**src/rtl/tl_rx_error_check_ctrl.sv**
```systemverilog
// tl_rx_error_check_ctrl: sequences RX TLP error checkers, applies error precedence, issues drop verdict and error message request
module tl_rx_error_check_ctrl #(
  parameter int CNT_W       = 16,
  parameter int ACK_TIMEOUT = 64
) (
  input  logic             clk,
  input  logic             arst_n,
  input  logic             hdr_valid,
  output logic             hdr_ready,
  input  logic             hdr_ep,
  input  logic             cfg_poisoned_en,
  input  logic [3:0]       cfg_err_mask,
  output logic             chk_en,
  output logic             chk_ep,
  output logic             poisoned_en,
  input  logic             malformed_error,
  input  logic             ecrc_error,
  input  logic             ur_error,
  input  logic             poisoned_error,
  output logic             tlp_done,
  output logic             tlp_drop,
  output logic             err_msg_req,
  output logic [1:0]       err_msg_type,
  input  logic             err_msg_ack,
  output logic [3:0]       err_status,
  input  logic [3:0]       err_status_clr,
  output logic             msg_lost,
  output logic [CNT_W-1:0] poison_cnt
);
  localparam int TW = $clog2(ACK_TIMEOUT);
  typedef enum logic [1:0] {IDLE, CHECK, DECIDE, REPORT} state_t;
  state_t        state;
  logic          pen_l;
  logic [3:0]    res;
  logic [TW-1:0] timer;
  logic          win_masked, report, expire, lost_set;
  logic [1:0]    win_type;
  // res bit order {poison,ur,ecrc,malformed}; lowest set bit wins
  always_comb begin
    win_type   = res[0] ? 2'b11 : 2'b10;
    win_masked = res[0] ? cfg_err_mask[0] : res[1] ? cfg_err_mask[1] :
                 res[2] ? cfg_err_mask[2] : cfg_err_mask[3];
    report     = |res & ~win_masked;
    expire     = timer == TW'(ACK_TIMEOUT - 1);
    lost_set   = (state == REPORT) & ~err_msg_ack & expire;
  end
  assign poisoned_en = chk_en & pen_l;
  always_ff @(posedge clk or negedge arst_n) begin
    if (!arst_n) begin
      state        <= IDLE;
      hdr_ready    <= 1'b0;
      chk_en       <= 1'b0;
      chk_ep       <= 1'b0;
      pen_l        <= 1'b0;
      res          <= '0;
      tlp_done     <= 1'b0;
      tlp_drop     <= 1'b0;
      err_msg_req  <= 1'b0;
      err_msg_type <= 2'b00;
      err_status   <= '0;
      msg_lost     <= 1'b0;
      poison_cnt   <= '0;
      timer        <= '0;
    end else begin
      chk_en     <= 1'b0;
      tlp_done   <= 1'b0;
      tlp_drop   <= 1'b0;
      err_status <= (err_status & ~err_status_clr) | (state == DECIDE ? res : 4'b0);
      msg_lost   <= (msg_lost & ~err_status_clr[0]) | lost_set;
      case (state)
        IDLE: begin
          hdr_ready <= 1'b1;
          if (hdr_valid && hdr_ready) begin
            chk_ep    <= hdr_ep;
            pen_l     <= cfg_poisoned_en;
            chk_en    <= 1'b1;
            hdr_ready <= 1'b0;
            state     <= CHECK;
          end
        end
        CHECK: begin
          res      <= {poisoned_error & pen_l, ur_error, ecrc_error, malformed_error};
          tlp_done <= 1'b1;
          tlp_drop <= malformed_error | ecrc_error | ur_error | (poisoned_error & pen_l);
          state    <= DECIDE;
        end
        DECIDE: begin
          if (res[3] && !(&poison_cnt)) poison_cnt <= poison_cnt + 1'b1;
          timer <= '0;
          if (report) begin
            err_msg_req  <= 1'b1;
            err_msg_type <= win_type;
            state        <= REPORT;
          end else begin
            hdr_ready <= 1'b1;
            state     <= IDLE;
          end
        end
        REPORT: begin
          if (err_msg_ack || expire) begin
            err_msg_req <= 1'b0;
            hdr_ready   <= 1'b1;
            state       <= IDLE;
          end else timer <= timer + 1'b1;
        end
      endcase
    end
  end
endmodule

```
**config.mk**
```make
export PLATFORM = sky130hd
export DESIGN_NAME = tl_rx_error_check_ctrl
export DESIGN_NICKNAME = d
export VERILOG_FILES = /design/src/rtl/tl_rx_error_check_ctrl.sv
export SDC_FILE = /design/constraint.sdc
export NUM_CORES = 1
export LEC_CHECK = 0
export CORE_AREA = 5 5 51 98
export DETAILED_ROUTE_END_ITERATION = 6
export DIE_AREA = 0 0 56 103
export PLACE_DENSITY = 0.79
export SETUP_SLACK_MARGIN = 0.1
export SYNTH_ARGS = -nofsm -noshare
export SYNTH_HDL_FRONTEND = slang
export SYNTH_SLANG_ARGS = --single-unit
```
**constraint.sdc**
```tcl
create_clock -name clk -period 1.9 [get_ports clk]
set_input_delay 0.19 -clock clk [delete_from_list [all_inputs] [get_ports clk]]
set_output_delay 0.19 -clock clk [all_outputs]
set_load 0.05 [all_outputs]
```
==> results.cfg <==
[detailed_routing]
final_antenna_net_count = 0
drc_errors = 0
wl_per_cell_microns = 13.85
drt_first_pass_iters = 4
dr.first_iter.drc_count = 42
drt-vias-per-instance = 5.320
vias = 1511
wl_mm = 3.934

[sta]
relSlewSlack = 0.6308
fin_worst_skew_ps = 5.069
grt_setup_unrepaired = true
fin_ws_ps = 149.8
setup-violations-final = 0
max_freq_ghz = 0.5714
worst_pin_slew_ps = 539.8
maxSlewViolCount = 0
worst_hold_slack_ps = 446.5
min_period_ps = 1750
hold_viol_final = 0
tns_ps = 0
fin_crit_sh = 0.9211

[synthesis]
synthDistinctLibCells = 44
synth_enable_flop_cells = 0
synth-warning-count = 0
avgSynthCellArea_sq_um = 11.01
syn_inst = 173
synth_top_family_by_area = simple AND/OR/NAND/NOR gates
synth-main-ff-cell = dfrtp_1
synth_compound_area_frac = 0.08404
syn_nets = 193
synth_xor_area_frac = 0.05056
ys_seq_area_frac = 0.5515
synth-seq-cells = 42
muxShareOfSynthArea = 0.04137
synth-simple-area-share = 0.2416
async_reset_ff_frac = 1.000
netlist_area_sq_mm = 0.001906
synth_fa_ha_area_frac = 0.01313

[worst_setup_path]
r2r_slack_ps = 250
cpPeakStageDelay_ps = 820
crit_buf_inv = 1
path_cells = clkdlybuf4s50_1
slowest_stage = clkdlybuf4s50_1
cp-end-kind = output pin
cp_top_family = buffers and inverters
critPathKind = register to output pin
critPathLaunchType = register
rr_endpoint = poison_cnt[1]$_DFFE_PN0P_
crit_required_ps = 1710
r2r_start = poison_cnt[0]$_DFFE_PN0P_
r2r_cells = 5
crit_arrival_ps = 1560
crit_fanout = 8

[clock_tree]
clkTransAtPathRegs_ps = 80
cts_buffers = 5
cts_tree = yes
htreeDepth = 2
root_buffer = clkbuf_8
cts_buffer_depth = 2
clock_latency_ps = 290
clock-sinks = 42
cts_setup_buffers = 0

[floorplanning]
rows = 34
die_area_sq_mm = 0.005768
top_level_ports = 48
die_h_microns = 103
fp.dieW_microns = 56
start_util = 0.4525
coreArea_sq_mm = 0.004212

[power]
switching_share = 0.4116
power_leakage_nw = 1.161
clkPwrFrac = 0.203
peakVddDrop_mv = 1.068
p_comb_frac = 0.401
pwr-share-seq = 0.396
switchingPower_mw = 1.411
powerDensity_mw_per_mm2 = 1316
internal-power_mw = 2.017

[placement]
dpl.hpwl_mm = 2.935
place_congestion = 0.8013
dp_worst_setup_slack_ps = 180.3
io_buffers = 47

[cells_and_area]
fillers = 333
area_delta_synth_final_pct = 36.70
seqCellArea_sq_mm = 0.001069
nets = 249
drive_gt1_frac = 0.1739
diodes = 0
multi_input_area_sq_um = 833.3

[grt]
grt_pass1_wl_mm = 6.955
grt_pass1_vias = 1497
grt_start_max_net_pins = 43
gr-total-overflow = 0
grtUsageTotal = 0.1514
antenna_found_initial = 0

[worst_hold_path]
worstHoldStart = malformed_error
holdPathEnd = res[0]$_DFFE_PN0P_
hold_class = input port to register
hold_depth = 3

[flow_run]
maxCapViolations = 0

[run_status]
status = complete, no violations
==> synthesized netlist by cell type, types with 2 or more instances <==
cell type / number / area, sq um
o21ai_0: 8 / 40.04
and3_1: 2 / 12.51
dfrtp_1: 42 / 1051
a31oi_1: 3 / 18.77
o211ai_1: 2 / 15.01
a21oi_1: 3 / 15.01
mux2_2: 3 / 33.78
nand3_1: 8 / 40.04
and4_1: 2 / 17.52
mux2i_1: 3 / 30.03
xnor2_1: 5 / 43.79
ha_1: 2 / 25.02
nand4_1: 8 / 50.05
inv_1: 8 / 30.03
nand2_1: 31 / 116.4
nand3b_1: 2 / 15.01
nor2_1: 2 / 7.510
xor2_1: 6 / 52.55
nor3_1: 4 / 20.02
nand2b_1: 3 / 18.77
nor4_1: 3 / 18.77
==> routing by layer <==
metal  wire [microns]  track usage
met1             1714       0.1921
met2             1866       0.2372
met3              290      0.05263
met4               62      0.06033
met5                0            0
==> power groups by stage <==
stage | Clock (mW) | Combinational [mW] | Sequential, mW
finish | 0.695 | 1.38 | 1.36
global route | 0.760 | 1.49 | 1.40
CTS | 0.719 | 1.39 | 1.36
detailed placement | 0 | 1.38 | 1.37
global placement | 0 | 1.36 | 1.37
floorplan | 0 | 0.433 | 1.82
==> metrics by stage <==
stage | cell area, sq um | util | cells | total power, mW
2_1_floorplan | 1923 | - | 173 | 2.258
3_3_place_gp | 2467 | 0.5859 | 275 | 2.729
3_5_place_dp | 2467 | 0.5859 | 275 | 2.759
4_1_cts | 2590 | 0.6150 | 284 | 3.465
5_1_grt | 2605 | 0.6185 | 284 | 3.646
6_report | 2605 | 0.6185 | 284 | 3.427
==> worst max-delay path by stage <==
stage / slack [ps] / depth (start not counted) / endpoint / from
2_1_floorplan: 100 / 4 / poison_cnt[1]$_DFFE_PN0P_ / poison_cnt[6]$_DFFE_PN0P_
5_1_grt: 100 / 5 / poison_cnt[1]$_DFFE_PN0P_ / poison_cnt[0]$_DFFE_PN0P_
6_report: 150 / 1 / poison_cnt[7] / poison_cnt[7]$_DFFE_PN0P_
3_5_place_dp: 180 / 5 / timer[3]$_DFFE_PN0P_ / timer[0]$_DFFE_PN0P_
4_1_cts: 100 / 1 / poison_cnt[2] / poison_cnt[2]$_DFFE_PN0P_
3_3_place_gp: 230 / 5 / poison_cnt[14]$_DFFE_PN0P_ / poison_cnt[0]$_DFFE_PN0P_
==> final cells by class <==
type | count | share of cell area
Sequential cell | 42 | 0.4102
Multi-Input combinational cell | 122 | 0.3199
Timing Repair Buffer | 50 | 0.1888
Clock buffer | 5 | 0.02642
Tap cell | 54 | 0.02594
Clock inverter | 3 | 0.01729
Inverter | 8 | 0.01153
==> state kept, by name (all words and copies together), names as in the netlist, 2 cells and up <==
name          count
err_msg_type      2
err_status        4
poison_cnt       16
res               4
state             2
timer             6
==> logic make-up after synthesis <==
family | count (synthesis)
flip-flops | 42
buffers and inverters | 9
AND/OR/NAND/NOR | 78
adder cells (fa/ha/maj) | 2
AO/OA/AOI/OAI | 24
XOR/XNOR | 11
multiplexers | 7
==> layout by cell type, fill, tap and decap left out, types with 2 or more instances in the layout <==
master	count
dfrtp_1	28
nor2_1	2
a21oi_1	3
and4_1	2
mux2i_1	3
mux2_2	3
nand2_1	31
clkbuf_8	5
clkinvlp_4	2
o211ai_1	2
nand3_1	8
inv_1	8
nand4_1	8
nand2b_1	3
dfrtp_2	14
nor4_1	2
nor3_1	4
clkdlybuf4s50_1	44
xor2_1	6
a31oi_1	2
xnor2_1	5
nand3b_1	2
o21ai_0	8
buf_4	2
and3_1	2
ha_1	2
==> what timing repair did <==
item / 4_1_cts / 5_1_grt
gates resized for setup: 1 / 3
endpoints found under the setup margin: 1 / 6
endpoints found under the hold margin: 42 / 0
hold buffers: 1 / 0
cloned: 0 / 0
==> worst reg2reg max path: cells and delay by family (launching register included) <==
| family | cells | cell delay [ps] |
|---|---|---|
| muxes | 1 | 300 |
| adders and majority gates | 1 | 240 |
| and+or+nand+nor | 3 | 600 |
| DFF | 1 | 400 |
No activity file was read; power rests on OpenSTA's default activity.
